--- src/rtl/ula_mul_seq.sv ---
`default_nettype none
// +----------------------------------------------------------------------+
// | Module  : ula_mul_seq                                                |
// | Purpose : Multi-cycle MULT/MULTU sequencer. Borrows the shared 32-bit |
// |           ula for a fixed shift-add schedule and leaves the 64-bit   |
// |           product in hi/lo. Signed operands are reduced to their     |
// |           magnitudes, multiplied unsigned, then the product is       |
// |           conditionally negated, so latency never depends on data.   |
// | Revision: 1.0  initial release                                       |
// +----------------------------------------------------------------------+
module ula_mul_seq #(
  parameter int WIDTH = 32
) (
  input  logic             clk,
  input  logic             reset,
  input  logic             start,
  input  logic             is_signed,
  input  logic [WIDTH-1:0] op_a,
  input  logic [WIDTH-1:0] op_b,
  output logic             busy,
  output logic             done,
  output logic [WIDTH-1:0] hi,
  output logic [WIDTH-1:0] lo,
  output logic [WIDTH-1:0] alu_a,
  output logic [WIDTH-1:0] alu_b,
  output logic [4:0]       alu_shamt,
  output logic [3:0]       alu_control,
  input  logic [WIDTH-1:0] alu_result
);

  localparam logic [2:0] c_idle       = 3'd0;
  localparam logic [2:0] c_abs_a      = 3'd1;
  localparam logic [2:0] c_abs_b      = 3'd2;
  localparam logic [2:0] c_mul        = 3'd3;
  localparam logic [2:0] c_neg_lo     = 3'd4;
  localparam logic [2:0] c_neg_hi_inv = 3'd5;
  localparam logic [2:0] c_neg_hi_inc = 3'd6;
  localparam logic [2:0] c_done       = 3'd7;

  localparam logic [3:0] c_op_add = 4'b0010;
  localparam logic [3:0] c_op_sub = 4'b0110;
  localparam logic [3:0] c_op_nor = 4'b0100;

  logic [2:0]       r_state;
  logic [WIDTH-1:0] r_mcand;
  logic [WIDTH-1:0] r_hi;
  logic [WIDTH-1:0] r_lo;
  logic [4:0]       r_cnt;
  logic             r_neg;
  logic             r_lo_zero;
  logic             r_sgn;
  logic             w_carry;

  assign hi        = r_hi;
  assign lo        = r_lo;
  assign busy      = (r_state != c_idle) && (r_state != c_done);
  assign done      = (r_state == c_done);
  assign alu_shamt = 5'd0;

  // The ula has no carry-out, so recover it from the unsigned wrap of hi+addend.
  assign w_carry = (alu_result < r_hi);

  // Select ula operands and operation from the current state.
  always_comb begin
    alu_a       = '0;
    alu_b       = '0;
    alu_control = c_op_add;
    case (r_state)
      c_abs_a: begin
        alu_control = c_op_sub;
        alu_b       = r_mcand;
      end
      c_abs_b: begin
        alu_control = c_op_sub;
        alu_b       = r_lo;
      end
      c_mul: begin
        alu_control = c_op_add;
        alu_a       = r_hi;
        alu_b       = r_lo[0] ? r_mcand : '0;
      end
      c_neg_lo: begin
        alu_control = c_op_sub;
        alu_b       = r_lo;
      end
      c_neg_hi_inv: begin
        alu_control = c_op_nor;
        alu_a       = r_hi;
      end
      c_neg_hi_inc: begin
        alu_control = c_op_add;
        alu_a       = r_hi;
        alu_b       = {{(WIDTH-1){1'b0}}, r_lo_zero};
      end
      default: begin
        alu_a       = '0;
        alu_b       = '0;
        alu_control = c_op_add;
      end
    endcase
  end

  // Sequencer: state advance plus the register update each state performs.
  always_ff @(posedge clk) begin
    if (reset) begin
      r_state   <= c_idle;
      r_mcand   <= '0;
      r_hi      <= '0;
      r_lo      <= '0;
      r_cnt     <= '0;
      r_neg     <= 1'b0;
      r_lo_zero <= 1'b0;
      r_sgn     <= 1'b0;
    end else begin
      case (r_state)
        c_idle: begin
          if (start) begin
            r_mcand <= op_a;
            r_lo    <= op_b;
            r_hi    <= '0;
            r_cnt   <= '0;
            r_sgn   <= is_signed;
            r_neg   <= (op_a[WIDTH-1] ^ op_b[WIDTH-1]) & is_signed;
            r_state <= is_signed ? c_abs_a : c_mul;
          end
        end
        c_abs_a: begin
          if (r_mcand[WIDTH-1]) r_mcand <= alu_result;
          r_state <= c_abs_b;
        end
        c_abs_b: begin
          if (r_lo[WIDTH-1]) r_lo <= alu_result;
          r_state <= c_mul;
        end
        c_mul: begin
          // Shift the 65-bit {carry, sum, lo} pair right by one each step.
          r_hi  <= {w_carry, alu_result[WIDTH-1:1]};
          r_lo  <= {alu_result[0], r_lo[WIDTH-1:1]};
          r_cnt <= r_cnt + 5'd1;
          if (r_cnt == 5'd31) r_state <= r_sgn ? c_neg_lo : c_done;
        end
        c_neg_lo: begin
          // A zero low word means the two's-complement increment carries into hi.
          r_lo_zero <= (r_lo == '0);
          if (r_neg) r_lo <= alu_result;
          r_state <= c_neg_hi_inv;
        end
        c_neg_hi_inv: begin
          if (r_neg) r_hi <= alu_result;
          r_state <= c_neg_hi_inc;
        end
        c_neg_hi_inc: begin
          if (r_neg) r_hi <= alu_result;
          r_state <= c_done;
        end
        default: begin
          r_state <= c_idle;
        end
      endcase
    end
  end

endmodule
`default_nettype wire

--- config.mk ---
export PLATFORM = sky130hd
export DESIGN_NAME = ula_mul_seq
export DESIGN_NICKNAME = d
export VERILOG_FILES = /design/src/rtl/ula_mul_seq.sv
export SDC_FILE = /design/constraint.sdc
export NUM_CORES = 1
export LEC_CHECK = 0
export CAP_MARGIN = 5
export CORE_MARGIN = 2
export CORE_UTILIZATION = 50
export CTS_CLUSTER_SIZE = 30
export DETAILED_ROUTE_END_ITERATION = 10
export GPL_TIMING_DRIVEN = 0
export HOLD_SLACK_MARGIN = 0.12
export PLACE_DENSITY = 0.88
export SYNTH_ARGS = -nofsm -noshare
export SYNTH_HDL_FRONTEND = slang
export SYNTH_SLANG_ARGS = --single-unit
--- constraint.sdc ---
create_clock -name clk -period 4.5 [get_ports clk]
set_input_delay 0.45 -clock clk [delete_from_list [all_inputs] [get_ports clk]]
set_output_delay 0.45 -clock clk [all_outputs]
set_load 0.01 [all_outputs]
==> out/qor.txt, run 1 <==
Initial Util = 51.72%
Post-Route Skew = 0.008826 ns
FP Rows = 42
CP max stage cell = clkbuf_1
peak supply drop = 0.1830 mV
ys async rst share = 0%
Max-Slew Margin vs Limit = 48.70%
htree depth = 3
Die Y = 121.5 um
commonest non-fill, non-tap cell in the layout = clkdlybuf4s50_1
setup_tns = 0 ns
sequential power share = 37.4%
clock root cell = clkbuf_16
CTS tree = built
via count = 7,632
Max Cap Viol = 0
first-pass GRT wire length = 38,900 um
r2r setup slk = 2.51 ns
I/O Buffers = 230
Net Sw Power = 0.001104 W
Post-Synthesis Cells = 813
unrepaired setup endpoints after global routing = no
clock slew at reported path FFs = 0.06 ns
Area Overhead vs Synth = 40.87%
EDFF count, synth = 0
Seq/Total Area, Yosys = 31.03%
Lkg Pwr = 3.487 nW
CP most frequent cell = nand2_1
register cell area after layout = 0.002142 sq mm
Routed WL per cell = 21.04 um
DR iter-0 viols = 772
GRT Residual Overflow = 0
core area = 0.01335 sq mm
Total Die Area = 0.01476 sq mm
Final Cycle Share = 75.54%
Final nets = 1,193
synthesized cell area = 0.006903 sq mm
DRC errors left = 0
drt first pass iters = 6
post-synth top area share = 31.03%
most frequent cells in the layout = clkdlybuf4s50_1, nor2_1, dfxtp_1
Hold Path Class = register to register
Layout Utilization = 72.85%
outcome = completed
Worst Tran Pin Value = 0.7695 ns
Worst Path Class, Setup = register to output port
vias per cell = 6.155
Final Max Tran Viols = 0
top post-synthesis cells by area = dfxtp_1, nor2_1, a311oi_2
layout cells sized above 1 = 13.72%
CP Launch Type = register
post-cts gate resize count = 0
fmax = 294.2 MHz
crit end category = output port
Syn Area/Cell = 8.491 sq um
non-filler cells, final = 1,240
hold-fix buffers at CTS = 0
flops & latches, synth = 107
Clk Latency, worst-skew pair = 0.36 ns
leading area contributor after synthesis = dfxtp_1
Hold Violations, Final = 0
vias in the first global route = 7,260
# diodes = 0
final hold slack = 0.4775 ns
Synthesis Warnings = 0
# IOs = 239
WL final = 26,090 um
initial antenna violation count = 0
Int Power = 0.002048 W
CP max stage delay = 0.57 ns
GRT Util Overall = 34.34%
sw frac = 35.03%
post-DP HPWL = 19,930 um
Top FF cell, synth = dfxtp_1
clock sinks = 107
Die X = 121.5 um
Synth cell types = 50
largest net degree at the start of global routing = 16
overall power = 0.003151 W
Comb power frac = 37.5%
crit path DAT = 2.95 ns
final setup violation count = 0
CTS buffer count = 9
crit-path max FO = 10
Critical Path RT = 4.05 ns
Clk pwr share = 25.1%
ANT nets after route = 0
dpl cells = 1,225
crit-path cells = buf_6, buf_2, nand2_1, nand2_1, clkbuf_1, nand2_1, o21ai_0, clkdlybuf4s50_1
clk buf depth = 2
area of the multi-input gates = 0.004163 sq mm
postcts setup bufs = 0
min cycle time layout = 3.399 ns
GPL Wtd Cong = 0.9743
Filler Cells Inserted = 1,063
Pwr Density = 324.1 mW/mm^2
through the flow:
step           instance area [sq um]  setup slack, ns
2_1_floorplan                   6925            2.567
4_1_cts                         9724            1.142
5_1_grt                         9724           0.9885
3_3_place_gp                    9448            1.547
3_5_place_dp                    9448            1.522
6_report                        9724            1.101
layer usage:
layer	vias up	part of all wire [%]	GRT usage [%]
met5	-	0	0
met4	0	5.7	20.62
met3	104	10	6.626
met2	488	46	55.09
met1	3549	38	42.59
li1	3491	-	-
final cells by class:
cell class / instances / share of cell area [%]
Buffer: 86 / 5.185
Clock buffer: 12 / 2.432
Clock inverter: 3 / 0.4117
Inverter: 31 / 1.197
Multi-Input combinational cell: 595 / 42.81
Sequential cell: 107 / 22.03
Tap cell: 176 / 2.265
Timing Repair Buffer: 230 / 23.67
logic make-up (layout without fill, tap and decap cells):
logic type | count (synthesis) | in the layout | share of synthesized area (%)
compound gates | 239 | 239 | 31.63
xor+xnor | 2 | 2 | 0.2538
fa+ha+maj | 33 | 33 | 5.982
buf+inv | 117 | 362 | 8.990
flops | 107 | 107 | 31.03
mux | 3 | 3 | 0.4531
other cells | 1 | 7 | 0.05433
simple gates | 311 | 311 | 21.61
synth_stat cells (7+ instances only):
cell type  count
nor2_1       119
dfxtp_1      107
nand2_1       53
clkbuf_1      46
nand3_1       38
a211oi_1      34
a22oi_1       34
ha_1          33
a221oi_1      32
and3_1        32
a22o_1        31
inv_1         31
a211oi_2      30
nor2_2        30
a311oi_2      29
a21oi_1       21
buf_4         18
buf_2          9
nor4_1         9
buf_6          7
o21ai_0        7
worst paths after layout:
kind,from,endpoint,cells after the start
min reg2reg,r_cnt[3],r_cnt[3],1
max reg2reg,r_state[1],r_mcand[21],7
max,r_state[0],alu_b[0],8
min,r_cnt[3],r_cnt[3],1
worst max-delay path, delay by kind of cell, from the launching register on:
| kind | cells | cell delay (ns) |
|---|---|---|
| buffers and inverters | 4 | 1.51 |
| AOI/OAI and AO/OA | 1 | 0.12 |
| and+or+nand+nor | 3 | 0.63 |
| DFF | 1 | 0.33 |
power by group through the flow:
| stage | logic (W) | clock network (W) | registers [W] |
|---|---|---|---|
| 2_1_floorplan | 0.000630 | 0 | 0.00120 |
| 4_1_cts | 0.00117 | 0.000781 | 0.00117 |
| 3_5_place_dp | 0.00116 | 0 | 0.00119 |
| 3_3_place_gp | 0.00113 | 0 | 0.00119 |
| 5_1_grt | 0.00126 | 0.000812 | 0.00119 |
| 6_report | 0.00118 | 0.000792 | 0.00118 |
state kept, by name, indices dropped and copies added (netlist names):
signal / count
r_neg: 1
hi: 32
r_lo_zero: 1
r_state: 3
r_cnt: 5
r_mcand: 32
lo: 32
r_sgn: 1
Power figures use the tool's default switching activity.
==> inputs of run 2 (changes only) <==
- CORE_UTILIZATION: 50 -> 46
- PLACE_DENSITY: 0.88 -> 0.82
- clock period: 4.5 -> 3.13 ns (I/O delays scaled with it)
==> out/qor.txt, run 2 (synthesis gave the netlist of run 1 again) <==
Die Y = 126.5 um
cell depth of the worst hold path = 1
Clk Latency, worst-skew pair = 0.35 ns
DRC errors left = 0
drt first pass iters = 5
Worst Tran Pin Value = 0.7689 ns
pre-CTS setup slack = 0.2969 ns
vias in the first global route = 7,095
setup_tns = 0 ns
Worst Hold Path EP = r_cnt[3]
crit-path max FO = 10
clock sinks = 107
Final Cycle Share = 98.26%
CP Launch Type = register
ANT nets after route = 0
CP max stage cell = clkdlybuf4s50_1
Final nets = 1,193
Filler Cells Inserted = 1,206
CTS tree = built
Initial Util = 47.32%
final setup violation count = 0
Worst Path Class, Setup = register to output port
dpl cells = 1,233
Worst R2R End = r_mcand[18]
crit path DAT = 2.76 ns
layout cells sized above 1 = 14.57%
Critical Path RT = 2.82 ns
GPL Wtd Cong = 0.9391
initial antenna violation count = 0
post-DP HPWL = 19,460 um
final worst setup slack = 0.05440 ns
hold-fix buffers at CTS = 0
r2r setup slk = 1.09 ns
Final Max Tran Viols = 0
reg2reg path depth = 7
postcts setup bufs = 0
GRT Residual Overflow = 0
crit-path cells = buf_6, nand2b_1, a21oi_1, clkbuf_1, a22o_1, clkdlybuf4s50_1
min cycle time layout = 3.076 ns
largest net degree at the start of global routing = 16
most frequent cells in the layout = clkdlybuf4s50_1, nor2_1, dfxtp_1
crit end category = output port
CP max stage delay = 0.56 ns
I/O Buffers = 230
htree depth = 3
HP Start = r_cnt[3]
core area = 0.01459 sq mm
Die X = 126.5 um
CTS buffer count = 9
Max-Slew Margin vs Limit = 48.74%
clock slew at reported path FFs = 0.07 ns
Hold Path Class = register to register
via count = 7,524
Area Overhead vs Synth = 41.07%
overall power = 0.004445 W
Final Instance Area = 0.009738 sq mm
Routed WL per cell = 20.37 um
outcome = completed
GRT Util Overall = 30.60%
peak supply drop = 0.2568 mV
Pwr Density = 456.5 mW/mm^2
vias per cell = 6.029
# diodes = 0
# IOs = 239
Post-Route Skew = 0.006911 ns
non-filler cells, final = 1,248
commonest non-fill, non-tap cell in the layout = clkdlybuf4s50_1
Total Die Area = 0.01600 sq mm
DR iter-0 viols = 767
first-pass GRT wire length = 38,740 um
clock root cell = clkbuf_16
Lkg Pwr = 3.501 nW
FF-to-FF Start = r_state[1]
placed inst area = 0.009458 sq mm
unrepaired setup endpoints after global routing = yes
WL final = 25,420 um
Max Cap Viol = 0
FP Rows = 44
clk buf depth = 2
Hold Violations, Final = 0
fmax = 325.1 MHz
run 2: changes by cell type in the layout (fill, tap and decap cells not counted), sizes merged:
cell      before  now
bufinv         1    0
clkbuf        59   60
clkinvlp       0    1
clkinv         2    1
run 2: worst max-delay path by stage:
stage,start,endpoint,slack [ns],depth (start not counted)
floorplan,r_state[1],alu_a[10],1.33,7
global placement,r_state[0],alu_b[19],0.32,7
detailed placement,r_state[0],alu_b[19],0.30,7
CTS,r_state[2],alu_b[19],0.01,6
global route,r_state[2],alu_b[18],-0.003,6
finish,r_state[2],alu_b[18],0.05,6
run 2: routing by layer:
layer	up-vias	track usage (%)	wire [um]
met3	72	5.905	2411
met1	3515	39.21	10150
met5	-	0	0
met2	446	49.73	11770
met4	0	14.29	1087
li1	3491	-	-
run 2: cell type report:
type,count,area [sq um],area share (%)
inverter,31,116.4,1.195
tap,184,230.2,2.364
multi-input combinational,595,4170,42.82
timing repair buffer,230,2302,23.64
clock buffer,13,250.2,2.570
sequential,107,2142,22.00
clock inverter,2,12.51,0.1285
buffer,86,514.2,5.281
run 2: metrics by stage:
step | utilization [%] | hold slack, ns
2_1_floorplan | - | 0.4287
3_3_place_gp | 64.83 | 0.4475
3_5_place_dp | 64.83 | 0.4574
4_1_cts | 66.66 | 0.4668
5_1_grt | 66.75 | 0.4957
6_report | 66.75 | 0.4695
run 2: report_power, final:
part / switching [W] / total [W] / internal [W]
combinational: 0.000879 / 0.00169 / 0.000809
sequential: 0.000175 / 0.00170 / 0.00152
clock: 0.000504 / 0.00106 / 0.000558
run 2: critical path: cells and delay by family (launching register included):
| family | cells | cell delay, ns |
|---|---|---|
| buffers and inverters | 3 | 1.25 |
| AOI/OAI and AO/OA | 2 | 0.67 |
| DFF | 1 | 0.37 |
| and+or+nand+nor | 1 | 0.12 |
run 2: what timing repair did:
action,4_1_cts,5_1_grt
resized for setup,3,11
hold endpoints to repair,0,0
endpoints found under the setup margin,13,53
